`config.mk`:
```
export PLATFORM = sky130hd
export DESIGN_NAME = peg_l2_mac_tx_framer
export DESIGN_NICKNAME = d
export VERILOG_FILES = /design/src/rtl/peg_l2_mac_tx_framer_pkg.sv /design/src/rtl/peg_l2_mac_tx_framer_ipg_cntr.sv /design/src/rtl/peg_l2_mac_tx_framer.sv
export SDC_FILE = /design/constraint.sdc
export NUM_CORES = 1
export LEC_CHECK = 0
export BUFFER_PORTS_ARGS = -buffer_cell sky130_fd_sc_hd__buf_4
export CORE_UTILIZATION = 57
export DETAILED_ROUTE_END_ITERATION = 8
export PLACE_DENSITY = 0.9
export SLEW_MARGIN = 20
export SYNTH_ARGS = -nofsm -noshare
export SYNTH_HDL_FRONTEND = slang
export SYNTH_SLANG_ARGS = --single-unit
```
`constraint.sdc`:
```
create_clock -name clk -period 9.5 [get_ports clk]
set_input_delay 1.425 -clock clk [delete_from_list [all_inputs] [get_ports clk]]
set_output_delay 1.425 -clock clk [all_outputs]
set_load 0.03 [all_outputs]
```
`src/rtl/peg_l2_mac_tx_framer_pkg.sv`:
```
// Shared L2 MAC TX constants: line-coding bytes, frame sizing and FSM state encodings.
package peg_l2_mac_tx_framer_pkg;

   localparam logic [7:0] PREAMBLE_VALUE    = 8'h55;
   localparam logic [7:0] SFD_VALUE         = 8'hD5;
   localparam int         PREAMBLE_BYTES    = 7;
   localparam int         MIN_FRM_BYTES_DEF = 60;
   localparam int         FCS_BYTES         = 4;

   localparam logic [3:0] IDLE_S     = 4'd0;
   localparam logic [3:0] PREAMBLE_S = 4'd1;
   localparam logic [3:0] SFD_S      = 4'd2;
   localparam logic [3:0] DATA_S     = 4'd3;
   localparam logic [3:0] PAD_S      = 4'd4;
   localparam logic [3:0] FCS_S      = 4'd5;
   localparam logic [3:0] IPG_S      = 4'd6;

endpackage

```
`src/rtl/peg_l2_mac_tx_framer_ipg_cntr.sv`:
```
// Loadable down-counter for the inter-packet gap; done is high once the count has drained.
module peg_l2_mac_tx_ipg_cntr #(
   parameter int W = 8
) (
   input  logic         clk,
   input  logic         rst_n,
   input  logic         load,
   input  logic [W-1:0] load_val,
   output logic         done
);

   logic [W-1:0] cnt;

   always_ff @(posedge clk or negedge rst_n) begin
      if (!rst_n)
         cnt <= '0;
      else if (load)
         cnt <= load_val;
      else if (cnt != '0)
         cnt <= cnt - W'(1);
   end

   assign done = (cnt == '0) & ~load;

endmodule

```
`src/rtl/peg_l2_mac_tx_framer.sv`:
```
// L2 MAC TX framer: preamble/SFD insertion, optional padding, FCS append and IPG enforcement.
// Padding (PAD_S) exists only when PEG_L2_MAC_TX_PAD_EN is defined.
module peg_l2_mac_tx_framer
   import peg_l2_mac_tx_framer_pkg::*;
#(
   parameter int PKT_DATA_W    = 8,
   parameter int MIN_FRM_BYTES = MIN_FRM_BYTES_DEF,
   parameter int IPG_W         = 8,
   parameter int DATA_CNTR_W   = 16
) (
   input  logic                  clk,
   input  logic                  rst_n,
   input  logic                  config_l2_mac_tx_en,
   input  logic                  config_l2_mac_tx_fcs_en,
   input  logic                  config_l2_mac_tx_pad_en,
   input  logic [IPG_W-1:0]      config_l2_mac_tx_ipg,
   output logic [3:0]            l2_mac_tx_fsm_state,
   output logic                  tx_fcs_calc_init,
   output logic                  tx_fcs_calc_en,
   output logic [PKT_DATA_W-1:0] tx_fcs_calc_data,
   input  logic [31:0]           tx_fcs_value,
   input  logic                  llc_tx_valid,
   input  logic                  llc_tx_sop,
   input  logic                  llc_tx_eop,
   input  logic [PKT_DATA_W-1:0] llc_tx_data,
   input  logic                  llc_tx_error,
   output logic                  llc_tx_ready,
   output logic                  rs_tx_valid,
   output logic                  rs_tx_sop,
   output logic                  rs_tx_eop,
   output logic [PKT_DATA_W-1:0] rs_tx_data,
   output logic                  rs_tx_error,
   input  logic                  rs_tx_ready
);

   function automatic logic [DATA_CNTR_W-1:0] sat_inc(input logic [DATA_CNTR_W-1:0] c);
      return (c == '1) ? c : c + DATA_CNTR_W'(1);
   endfunction

   logic [3:0]             state;
   logic [2:0]             pre_cnt;
   logic [1:0]             fcs_cnt;
   logic                   fcs_held;
   logic [31:0]            fcs_lat;
   logic [31:0]            fcs_word;
   logic [DATA_CNTR_W-1:0] byte_cnt;
   logic [DATA_CNTR_W-1:0] byte_cnt_inc;
   logic                   adv;
   logic                   start;
   logic                   llc_xfer;
   logic                   short_frm;
   logic                   pad_req;
   logic                   pad_byte;
   logic                   ipg_load;
   logic                   ipg_done;

   assign adv          = ~rs_tx_valid | rs_tx_ready;
   assign llc_tx_ready = (state == DATA_S) & adv;
   assign llc_xfer     = llc_tx_valid & llc_tx_ready;
   assign start        = (state == IDLE_S) & llc_tx_valid & llc_tx_sop & config_l2_mac_tx_en & adv;
   assign byte_cnt_inc = sat_inc(byte_cnt);
   assign short_frm    = byte_cnt_inc < DATA_CNTR_W'(MIN_FRM_BYTES);

`ifdef PEG_L2_MAC_TX_PAD_EN
   assign pad_req  = config_l2_mac_tx_pad_en & short_frm;
   assign pad_byte = (state == PAD_S) & adv;
`else
   logic unused_pad;
   assign unused_pad = config_l2_mac_tx_pad_en & short_frm;
   assign pad_req    = 1'b0;
   assign pad_byte   = 1'b0;
`endif

   assign tx_fcs_calc_en      = llc_xfer | pad_byte;
   assign tx_fcs_calc_data    = (state == DATA_S) ? llc_tx_data : '0;
   assign l2_mac_tx_fsm_state = state;

   // The calculator output is only guaranteed on the first FCS_S cycle, so hold it for bytes 2..4.
   assign fcs_word = fcs_held ? fcs_lat : tx_fcs_value;

   always_ff @(posedge clk) begin
      if ((state == FCS_S) && !fcs_held)
         fcs_lat <= tx_fcs_value;
   end

   assign ipg_load = (state == IPG_S) & rs_tx_valid & rs_tx_ready & rs_tx_eop
                   & (config_l2_mac_tx_ipg != '0);

   peg_l2_mac_tx_ipg_cntr #(.W(IPG_W)) u_ipg_cntr (
      .clk      (clk),
      .rst_n    (rst_n),
      .load     (ipg_load),
      .load_val (config_l2_mac_tx_ipg - IPG_W'(1)),
      .done     (ipg_done)
   );

   // FSM and single output register stage
   always_ff @(posedge clk or negedge rst_n) begin
      if (!rst_n) begin
         state            <= IDLE_S;
         pre_cnt          <= '0;
         fcs_cnt          <= '0;
         fcs_held         <= 1'b0;
         byte_cnt         <= '0;
         tx_fcs_calc_init <= 1'b0;
         rs_tx_valid      <= 1'b0;
         rs_tx_sop        <= 1'b0;
         rs_tx_eop        <= 1'b0;
         rs_tx_error      <= 1'b0;
         rs_tx_data       <= '0;
      end else begin
         tx_fcs_calc_init <= 1'b0;
         fcs_held         <= (state == FCS_S);
         if (adv) begin
            rs_tx_valid <= 1'b0;
            rs_tx_sop   <= 1'b0;
            rs_tx_eop   <= 1'b0;
            rs_tx_error <= 1'b0;
         end
         case (state)
            IDLE_S: if (start) begin
               state            <= PREAMBLE_S;
               tx_fcs_calc_init <= 1'b1;
               pre_cnt          <= 3'd1;
               fcs_cnt          <= '0;
               byte_cnt         <= '0;
               rs_tx_valid      <= 1'b1;
               rs_tx_sop        <= 1'b1;
               rs_tx_data       <= PREAMBLE_VALUE;
            end
            PREAMBLE_S: if (adv) begin
               rs_tx_valid <= 1'b1;
               rs_tx_data  <= PREAMBLE_VALUE;
               pre_cnt     <= pre_cnt + 3'd1;
               if (pre_cnt == 3'(PREAMBLE_BYTES - 1))
                  state <= SFD_S;
            end
            SFD_S: if (adv) begin
               rs_tx_valid <= 1'b1;
               rs_tx_data  <= SFD_VALUE;
               state       <= DATA_S;
            end
            DATA_S: if (llc_xfer) begin
               rs_tx_valid <= 1'b1;
               rs_tx_data  <= llc_tx_data;
               rs_tx_error <= llc_tx_error;
               byte_cnt    <= byte_cnt_inc;
               if (llc_tx_eop) begin
                  if (pad_req)
                     state <= PAD_S;
                  else if (config_l2_mac_tx_fcs_en)
                     state <= FCS_S;
                  else begin
                     rs_tx_eop <= 1'b1;
                     state     <= IPG_S;
                  end
               end
            end
`ifdef PEG_L2_MAC_TX_PAD_EN
            PAD_S: if (adv) begin
               rs_tx_valid <= 1'b1;
               rs_tx_data  <= '0;
               byte_cnt    <= byte_cnt_inc;
               if (!short_frm) begin
                  if (config_l2_mac_tx_fcs_en)
                     state <= FCS_S;
                  else begin
                     rs_tx_eop <= 1'b1;
                     state     <= IPG_S;
                  end
               end
            end
`endif
            FCS_S: if (adv) begin
               rs_tx_valid <= 1'b1;
               rs_tx_data  <= fcs_word[{fcs_cnt, 3'b000} +: 8];
               fcs_cnt     <= fcs_cnt + 2'd1;
               if (fcs_cnt == 2'(FCS_BYTES - 1)) begin
                  rs_tx_eop <= 1'b1;
                  state     <= IPG_S;
               end
            end
            IPG_S: begin
               // rs_tx_valid here is the eop byte still waiting for the RS
               if (rs_tx_valid) begin
                  if (rs_tx_ready && (config_l2_mac_tx_ipg == '0))
                     state <= IDLE_S;
               end else if (ipg_done)
                  state <= IDLE_S;
            end
            default: state <= IDLE_S;
         endcase
      end
   end

endmodule

```
==> results of run 1 <==
state kept, by name, indices dropped and copies added, names as in the netlist:
register and flops:
fcs_held 1, tx_fcs_calc_init 1, l2_mac_tx_fsm_state 3, pre_cnt 3, u_ipg_cntr.cnt 8, fcs_lat 32, rs_tx_valid 1, rs_tx_sop 1
rs_tx_data 8, rs_tx_error 1, rs_tx_eop 1, fcs_cnt 2
worst register-to-register path: stages (launching register included):
cell and delay, ns:
dfrtp_1 0.78, inv_2 0.14, nor3_2 0.83, a221oi_1 0.22, and3_2 0.30, o41ai_4 0.08
mux2_1 0.37
power by group:
part | switching [uW] | internal (uW) | total, uW
logic | 269 | 218 | 487
clock network | 110 | 148 | 258
registers | 94.1 | 357 | 451
total | 473 | 722 | 1200
logic make-up after synthesis:
| group | after synthesis | synth area share, % |
|---|---|---|
| xor gates and xnor gates | 3 | 0.796 |
| buffers and inverters | 22 | 3.83 |
| DFF | 62 | 51.9 |
| other | 1 | 0.114 |
| AOI/OAI and AO/OA | 51 | 10.6 |
| muxes | 31 | 17.7 |
| and+or+nand+nor | 85 | 13.5 |
| adders and majority gates | 4 | 1.52 |
routing by layer:
layer  vias up  wire (um)
li1       1157          -
met1      1226       3030
met2       122       3870
met3        16        620
met4         0        158
met5         -          0
synthesized netlist by cell type, types with 3 or more instances:
cell / count
a21oi_1: 19
mux2i_1: 5
inv_1: 5
nor2_1: 18
and3_1: 9
nand3_1: 7
o21ai_0: 11
nor3_1: 9
dfrtp_1: 30
nand2_1: 19
mux2_2: 7
ha_1: 4
clkbuf_1: 5
buf_2: 4
or3_1: 3
o22ai_1: 3
a211oi_1: 3
mux4_1: 15
xor2_1: 3
nand2b_1: 3
edfxtp_1: 32
cells in the final DEF, fill, tap and decap left out, drive strengths merged, types with 9 or more instances in the layout:
| cell | synthesis | final |
|---|---|---|
| nand2 | 20 | 20 |
| mux4 | 16 | 16 |
| dfrtp | 30 | 30 |
| a21oi | 20 | 20 |
| edfxtp | 32 | 32 |
| o21ai | 11 | 11 |
| clkbuf | 5 | 9 |
| mux2 | 9 | 9 |
| nor3 | 11 | 11 |
| buf | 10 | 83 |
| and3 | 10 | 10 |
| nor2 | 19 | 19 |
final timing paths:
path	start	to	slack, ns
worst max-delay path	rs_tx_ready	tx_fcs_calc_en	5.63
worst min register to register	rs_tx_sop	rs_tx_sop	0.49
worst min-delay path	rs_tx_sop	rs_tx_sop	0.49
min in group asynchronous	rst_n	rs_tx_error	0.98
worst max register to register	l2_mac_tx_fsm_state[0]	l2_mac_tx_fsm_state[0]	6.67
max in group asynchronous	rst_n	l2_mac_tx_fsm_state[2]	8.22
stage by stage:
stage	instance area [um2]	instances	worst slack, ns	total power (uW)
5_1_grt	4140	415	5.53	1260
3_3_place_gp	3920	399	5.69	908
4_1_cts	4140	415	5.63	1200
3_5_place_dp	3920	399	5.65	936
2_1_floorplan	3300	259	5.02	786
6_report	4140	415	5.63	1200
final cells by class:
class | count | area [um2]
multi-input combinational | 175 | 1470
timing repair buffer | 83 | 623
fill | 381 | 1400
clock buffer | 9 | 124
sequential | 62 | 1710
inverter | 7 | 26.3
tap | 72 | 90.1
clock inverter | 7 | 96.3
==> impl_metrics.json, run 1 <==
{
  "status": "complete, no violations",
  "cts_resized": 0,
  "die-area_um2": 6100,
  "use_met3_pct": 7.67,
  "drt_iter0_markers": 171,
  "met2_usage_pct": 44.9,
  "grt_usage_pct": 27.9,
  "gp_congestion": 0.848,
  "synth_enable_flop_cells": 32,
  "whs_ns": 0.495,
  "routed_via_density": 6.07,
  "grt_pass1_vias": 2657,
  "firstDrtPassIters": 4,
  "utilization_pct": 74.7,
  "cts_tree": "yes",
  "num_antenna_cells": 0,
  "power_density_nw_per_um2": 289,
  "dieWidth_um": 78.1,
  "synth_top_area_share_pct": 29.1,
  "busiest_layer": "met2",
  "dpl.hpwl_um": 5400,
  "core-area_um2": 5540,
  "path_depth": 6,
  "postSynthCellCount": 259,
  "io_pins": 85,
  "crit_chain": "buf_4 -> nor2b_1 -> nor2_1 -> nand2_1 -> inv_1 -> buf_4",
  "final.setup_skew_ns": 0.00637,
  "timing.fmax_mhz": 258,
  "critPathKind": "primary input to output port",
  "async_flop_share_pct": 48.4,
  "postRouteAntennaNets": 0,
  "cp_max_fo": 8,
  "clockBufferDepth": 2,
  "synth.distinct_cells": 56,
  "nets": 400,
  "cp_data_arrival_time_ns": 2.45,
  "drv_slew": 0,
  "yosysSeqAreaShare_pct": 51.9,
  "cp_common_cell": "buf_4",
  "die_height_um": 78.1,
  "num_rows": 27,
  "synth_nets": 321,
  "clkTransAtPathRegs_ns": 0.07,
  "yosysTopAreaCell": "edfxtp_1",
  "rsz0062_at_grt": "no",
  "ys_warn_count": 0,
  "ys_ff_latch": 62,
  "r2r_cells": 6,
  "maxCapViolations": 0,
  "cp_num_buf_inv": 3,
  "synth_area_leaders": "edfxtp_1 (29%), dfrtp_1 (23%), mux4_1 (12%), a21oi_1 (2.9%), mux2_2 (2.4%)",
  "syn_area_um2": 3300,
  "insertion_delay_ns": 0.35,
  "relSlewSlack_pct": 32.6,
  "setup_tns_ns": 0,
  "ir_worst_vdd_mv": 0.172,
  "finalHoldViolations": 0,
  "start_kind": "primary input",
  "portBuffers": 82,
  "cp.required_ns": 8.08,
  "timing.final.crit_share_pct": 40.8,
  "post_cts_buffers": 0,
  "wl_per_cell_um": 18.5,
  "met1_usage_pct": 34.6,
  "whs_path_depth": 1,
  "final.min_clock_period_ns": 3.87,
  "avgSynthCellArea_um2": 12.7,
  "drive_gt1_share_pct": 35.6,
  "cts-buffers-inserted": 9,
  "tightest_slew_ns": 1.01,
  "grt_overflow_total": 0,
  "critPathCaptureType": "output port",
  "htree_num_levels": 3,
  "leakagePower_uw": 0.00175,
  "postCtsHoldBufs": 0,
  "grt_antenna_before_repair": 0,
  "grt_max_degree": 33,
  "cts.sinks": 62,
  "max_stage_delay_ns": 0.45,
  "drc": 0,
  "crit_family": "simple AND/OR/NAND/NOR gates",
  "finalSetupViolCount": 0,
  "vias": 2521,
  "drt-total-wl_um": 7680,
  "start_util_pct": 59.6,
  "hp-class": "register to register",
  "cp_slowest_cell": "nor2b_1",
  "syn_to_final_growth_pct": 25.4,
  "cts-root-buf": "clkbuf_8",
  "synthFlopType": "edfxtp_1",
  "grt_pass1_wl_um": 12600
}
No activity file was read; power rests on OpenSTA's default activity.
==> run 2, diff against run 1 <==
- CORE_UTILIZATION: 57 -> 53
- PLACE_DENSITY: 0.9 -> 0.85
- clock period: 9.5 -> 4.1 ns (I/O delays scaled with it)
==> impl_metrics.json, run 2 (same netlist as run 1, synthesis figures left out) <==
{
  "multi_input_area_um2": 1480,
  "post_cts_buffers": 0,
  "num_antenna_cells": 0,
  "insertion_delay_ns": 0.33,
  "num_rows": 28,
  "cts-root-buf": "clkbuf_8",
  "design_area_um2": 4160,
  "routed_via_density": 5.89,
  "cts_tree": "yes",
  "drive_gt1_share_pct": 35.5,
  "rsz0062_at_grt": "no",
  "final.min_clock_period_ns": 2.77,
  "dieWidth_um": 80.9,
  "drv_slew": 0,
  "mostFrequentLayoutCells": "buf_4 (84), edfxtp_1 (32), dfrtp_1 (30), nand2_1 (19), a21oi_1 (19)",
  "grt_pass1_wl_um": 12100,
  "start_util_pct": 55.4,
  "critPathCaptureType": "output port",
  "core-area_um2": 5960,
  "dpl.hpwl_um": 5300,
  "regMostFlops": "fcs_lat",
  "drt_iter0_markers": 169,
  "cts.sinks": 62,
  "setup_tns_ns": 0,
  "drt-total-wl_um": 7380,
  "placed_area_um2": 3940,
  "regArea_um2": 1710,
  "power_density_nw_per_um2": 660,
  "cts-buffers-inserted": 9,
  "grt_usage_pct": 25.4,
  "cp.required_ns": 3.48,
  "grt_overflow_total": 0,
  "postRouteAntennaNets": 0,
  "ir_worst_vdd_mv": 0.440,
  "nets": 401,
  "hp-class": "primary input to asynchronous set/reset pin",
  "start_kind": "register",
  "die_height_um": 80.9,
  "cp_max_fo": 17,
  "r2r_cells": 8,
  "finalHoldViolations": 0,
  "wl_per_cell_um": 17.6,
  "die-area_um2": 6550,
  "syn_to_final_growth_pct": 25.9,
  "leakagePower_uw": 0.00176,
  "critPathKind": "register to output port",
  "nFillCells": 439,
  "grt_pass1_vias": 2553,
  "utilization_pct": 69.8,
  "final_cells": 419,
  "firstDrtPassIters": 4,
  "maxCapViolations": 0,
  "relSlewSlack_pct": 36.7,
  "portBuffers": 82,
  "clkTransAtPathRegs_ns": 0.07,
  "timing.final.crit_share_pct": 67.6,
  "cts_resized": 0,
  "placed_cells_incl_taps": 403,
  "cp_data_arrival_time_ns": 2.16,
  "grt_max_degree": 33,
  "tightest_slew_ns": 0.949,
  "vias": 2469,
  "drc": 0,
  "io_pins": 85,
  "final_common_cell": "buf_4",
  "finalSetupViolCount": 0,
  "grt_antenna_before_repair": 0,
  "clockBufferDepth": 2,
  "final.setup_skew_ns": 0.00714,
  "gp_congestion": 0.867,
  "status": "complete, no violations",
  "reg.largest.list": "fcs_lat (32), rs_tx_data (8), u_ipg_cntr.cnt (8)",
  "largest_reg_flops": 32,
  "timing.fmax_mhz": 361,
  "postCtsHoldBufs": 0,
  "htree_num_levels": 3
}
==> run 2: cell types whose count changed in the layout (fill, tap and decap cells not counted), sizes merged <==
cell      change
clkinvlp      -2
clkinv        +1
clkbuf        +2
inv           -1
buf           +1
==> run 2: where the power goes <==
group	switching, uW	total [uW]	internal [uW]	leakage (uW)
logic	607	1120	509	0.00100
registers	219	1050	827	0.000653
clock network	225	580	355	0.000111
==> run 2: through the flow <==
step                      hold WS [ns]  worst slack [ns]  total power [uW]
after floorplan                  0.319             0.982              1820
after global placement           0.466              1.59              2120
after detailed placement         0.475              1.53              2170
after CTS                        0.211              1.29              2760
after global routing             0.222              1.13              2920
final                            0.199              1.33              2740
==> run 2: final cells by class <==
class                   count  share of cell area (%)
flip-flops and latches     62                    41.2
multi-input cells         175                    35.6
repair buffers             84                    15.2
clock buffers              11                    3.40
well taps                  75                    2.26
clock inverters             5                    1.78
inverters                   7                   0.632
==> run 2: worst paths after layout <==
kind	start	endpoint	slack (ns)
worst max-delay path	l2_mac_tx_fsm_state[1]	tx_fcs_calc_data[6]	1.33
worst min-delay path	rst_n	rs_tx_eop	0.20
worst max register to register	l2_mac_tx_fsm_state[1]	u_ipg_cntr.cnt[6]	1.49
worst min register to register	rs_tx_error	rs_tx_error	0.49
max in group asynchronous	rst_n	u_ipg_cntr.cnt[0]	3.60
min in group clk	tx_fcs_value[1]	fcs_lat[1]	0.46
==> run 2: worst max-delay path, cell delays in order (launching register included) <==
cell	delay [ns]
dfrtp_1	0.69
nor2b_1	0.65
and3_1	0.30
buf_4	0.18
==> run 2: routing by layer <==
metal / track usage [%] / up-vias / wire length (um)
li1: - / 1158 / -
met5: 0 / - / 0
met4: 9.46 / 0 / 104
met2: 41.9 / 89 / 3600
met1: 32.1 / 1211 / 3160
met3: 6.85 / 11 / 517
==> run 3, diff against run 2 <==
- ABC_AREA: unset -> 1
- CORE_UTILIZATION: 53 -> 48
- PLACE_DENSITY: 0.85 -> 0.81
- clock period: 4.1 -> 2.4 ns (I/O delays scaled with it)
==> impl_metrics.json, run 3 <==
{
  "final.setup_skew_ns": 0.0103,
  "synthFlopType": "edfxtp_1",
  "cp_data_arrival_time_ns": 1.86,
  "syn_area_um2": 3420,
  "maxCapViolations": 0,
  "core-area_um2": 6830,
  "avgSynthCellArea_um2": 8.67,
  "clkTransAtPathRegs_ns": 0.08,
  "final_common_cell": "buf_4",
  "grt_overflow_total": 0,
  "finalHoldViolations": 0,
  "cp-endpoint": "tx_fcs_calc_en",
  "drc": 0,
  "cp_num_buf_inv": 5,
  "async_flop_share_pct": 48.4,
  "grt_pass1_vias": 2879,
  "leakagePower_uw": 0.00203,
  "use_met3_pct": 3.71,
  "regMostFlops": "fcs_lat",
  "cts_tree": "yes",
  "busiest_layer": "met2",
  "grt_pass1_wl_um": 13200,
  "clockBufferDepth": 2,
  "postSynthCellCount": 395,
  "ys_warn_count": 0,
  "r2r_start": "l2_mac_tx_fsm_state[0]",
  "io_pins": 85,
  "firstDrtPassIters": 5,
  "drt-total-wl_um": 8130,
  "rsz0062_at_grt": "no",
  "synth_most_common_cell": "nor2_1",
  "final.min_clock_period_ns": 2.22,
  "drive_gt1_share_pct": 27.0,
  "dp_worst_setup_slack_ns": 0.237,
  "die_height_um": 86.5,
  "r2r_slack_ns": 0.33,
  "start_kind": "register",
  "routed_via_density": 5.22,
  "r2r-end": "u_ipg_cntr.cnt[6]",
  "reg.largest.list": "fcs_lat (32), rs_tx_data (8), u_ipg_cntr.cnt (8)",
  "wl_per_cell_um": 14.0,
  "yosysSeqAreaShare_pct": 50.0,
  "gp_congestion": 0.825,
  "met2_usage_pct": 37.4,
  "ys_ff_latch": 62,
  "synth_enable_flop_cells": 32,
  "power.share.clock_pct": 21.6,
  "placed_area_um2": 4130,
  "setup_tns_ns": 0,
  "timing.final.crit_share_pct": 92.7,
  "die-area_um2": 7470,
  "p_seq_share_pct": 34.2,
  "synth_top_area_share_pct": 28.1,
  "power_density_nw_per_um2": 1020,
  "met1_usage_pct": 30.8,
  "drt_iter0_markers": 187,
  "grt_max_degree": 33,
  "synth.distinct_cells": 40,
  "critPathCaptureType": "output port",
  "postCtsHoldBufs": 1,
  "nets": 542,
  "cts-root-buf": "clkbuf_8",
  "p_sw_share_pct": 42.5,
  "num_rows": 30,
  "cts.sinks": 62,
  "postRouteAntennaNets": 0,
  "cp.required_ns": 2.04,
  "start_util_pct": 50.1,
  "critPathKind": "register to output port",
  "path_depth": 9,
  "largest_reg_flops": 32,
  "p_sw_uw": 1880,
  "crit_chain": "inv_1 -> nor2_2 -> inv_2 -> nor2_8 -> inv_2 -> nor2_8 -> nand2_4 -> clkinv_2 -> buf_4",
  "timing.final.ws_setup_ns": 0.175,
  "hp-class": "primary input to register",
  "portBuffers": 82,
  "finalSetupViolCount": 0,
  "combPwrFrac_pct": 44.1,
  "utilization_pct": 63.6,
  "synth_area_leaders": "edfxtp_1 (28%), dfrtp_1 (22%), nor2_1 (7.0%), nand2_1 (6.8%), o21ai_0 (6.3%)",
  "yosysTopAreaCell": "edfxtp_1",
  "htree_num_levels": 3,
  "synth_nets": 457,
  "yosys-top-cells-count": "nor2_1 (64), nand2_1 (62), inv_1 (47)",
  "timing.fmax_mhz": 450,
  "cts-buffers-inserted": 9,
  "insertion_delay_ns": 0.35,
  "internal_power_uw": 2540,
  "status": "complete, no violations",
  "dieWidth_um": 86.5,
  "mostFrequentLayoutCells": "buf_4 (87), nor2_1 (63), nand2_1 (62), inv_1 (47), o21ai_0 (43)",
  "drv_slew": 0,
  "design_area_um2": 4340,
  "syn_to_final_growth_pct": 26.8,
  "num_antenna_cells": 0,
  "cts_resized": 0,
  "grt_antenna_before_repair": 0,
  "crit_start": "l2_mac_tx_fsm_state[1]",
  "max_stage_delay_ns": 0.47,
  "dpl.hpwl_um": 6030,
  "grt_usage_pct": 23.0,
  "cp_slowest_cell": "dfrtp_1",
  "hold_start": "tx_fcs_value[28]",
  "ir_worst_vdd_mv": 0.533,
  "crit_family": "buffers and inverters",
  "post_cts_buffers": 0,
  "cp_max_fo": 10,
  "vias": 3034,
  "r2r_cells": 13
}
==> run 3: cell count changes after synthesis, moves of 6 or more <==
cell      delta
nor2_1      +46
o211ai_1    +14
nand4_1      +9
mux2_2       -6
nand3_1      +9
a21oi_1     -15
inv_1       +42
and3_1       -8
nand2_1     +43
mux4_1      -15
o21ai_0     +32
o21ai_1      +9
nor3_1       -7
==> run 3: worst register-to-register path, stage by stage, from the launching register on <==
cell,delay (ns)
dfrtp_1,0.43
inv_2,0.17
nand3_2,0.17
nor2_8,0.19
nand3_4,0.21
nand2_1,0.11
nand2_1,0.08
ha_1,0.23
inv_1,0.07
nor2_2,0.06
nand3_2,0.08
nand2_1,0.05
nand2_1,0.06
nor2_1,0.04
==> run 3: area by class of cell <==
cell class,count,area (um2)
inverters,53,200
flip-flops and latches,62,1710
well taps,96,120
clock inverters,7,80.1
multi-input cells,266,1440
clock buffers,9,124
fillers,595,2490
repair buffers,88,663
==> run 3: power groups by stage <==
stage | Sequential, uW | Clock, uW | Combinational (uW)
finish | 1510 | 957 | 1950
global route | 1540 | 1010 | 2150
CTS | 1510 | 969 | 1950
detailed placement | 1530 | 0 | 1940
global placement | 1520 | 0 | 1880
floorplan | 1700 | 0 | 1200
==> run 3: kinds of logic after synthesis <==
logic type | after synthesis | share of synthesized area, %
buffers and inverters | 67 | 7.93
AND/OR/NAND/NOR | 172 | 24.3
multiplexers | 1 | 0.329
flip-flops | 62 | 50.0
XOR/XNOR | 1 | 0.256
AO/OA/AOI/OAI | 87 | 15.6
other | 1 | 0.110
adder cells (fa/ha/maj) | 4 | 1.46
==> run 3: metal layers <==
layer / part of all wire [%] / vias up
li1: - / 1501
met1: 45 / 1408
met2: 47 / 113
met3: 6.6 / 12
met4: 1.7 / 0
met5: 0 / -
==> run 3: worst min path at each step <==
stage,to,slack (ns),cells after the start
after floorplan,fcs_cnt[0],0.06,0
after CTS,fcs_lat[28],0.18,1
final,fcs_lat[28],0.19,1
after global routing,fcs_lat[28],0.18,1
after global placement,u_ipg_cntr.cnt[5],0.31,1
after detailed placement,u_ipg_cntr.cnt[4],0.31,1
==> run 3: stage by stage <==
| stage | hold WS (ns) | instances | total power (uW) |
|---|---|---|---|
| after floorplan | 0.0644 | 395 | 2900 |
| after global placement | 0.308 | 564 | 3410 |
| after detailed placement | 0.308 | 564 | 3470 |
| after CTS | 0.178 | 581 | 4430 |
| after global routing | 0.184 | 581 | 4700 |
| final | 0.190 | 581 | 4420 |
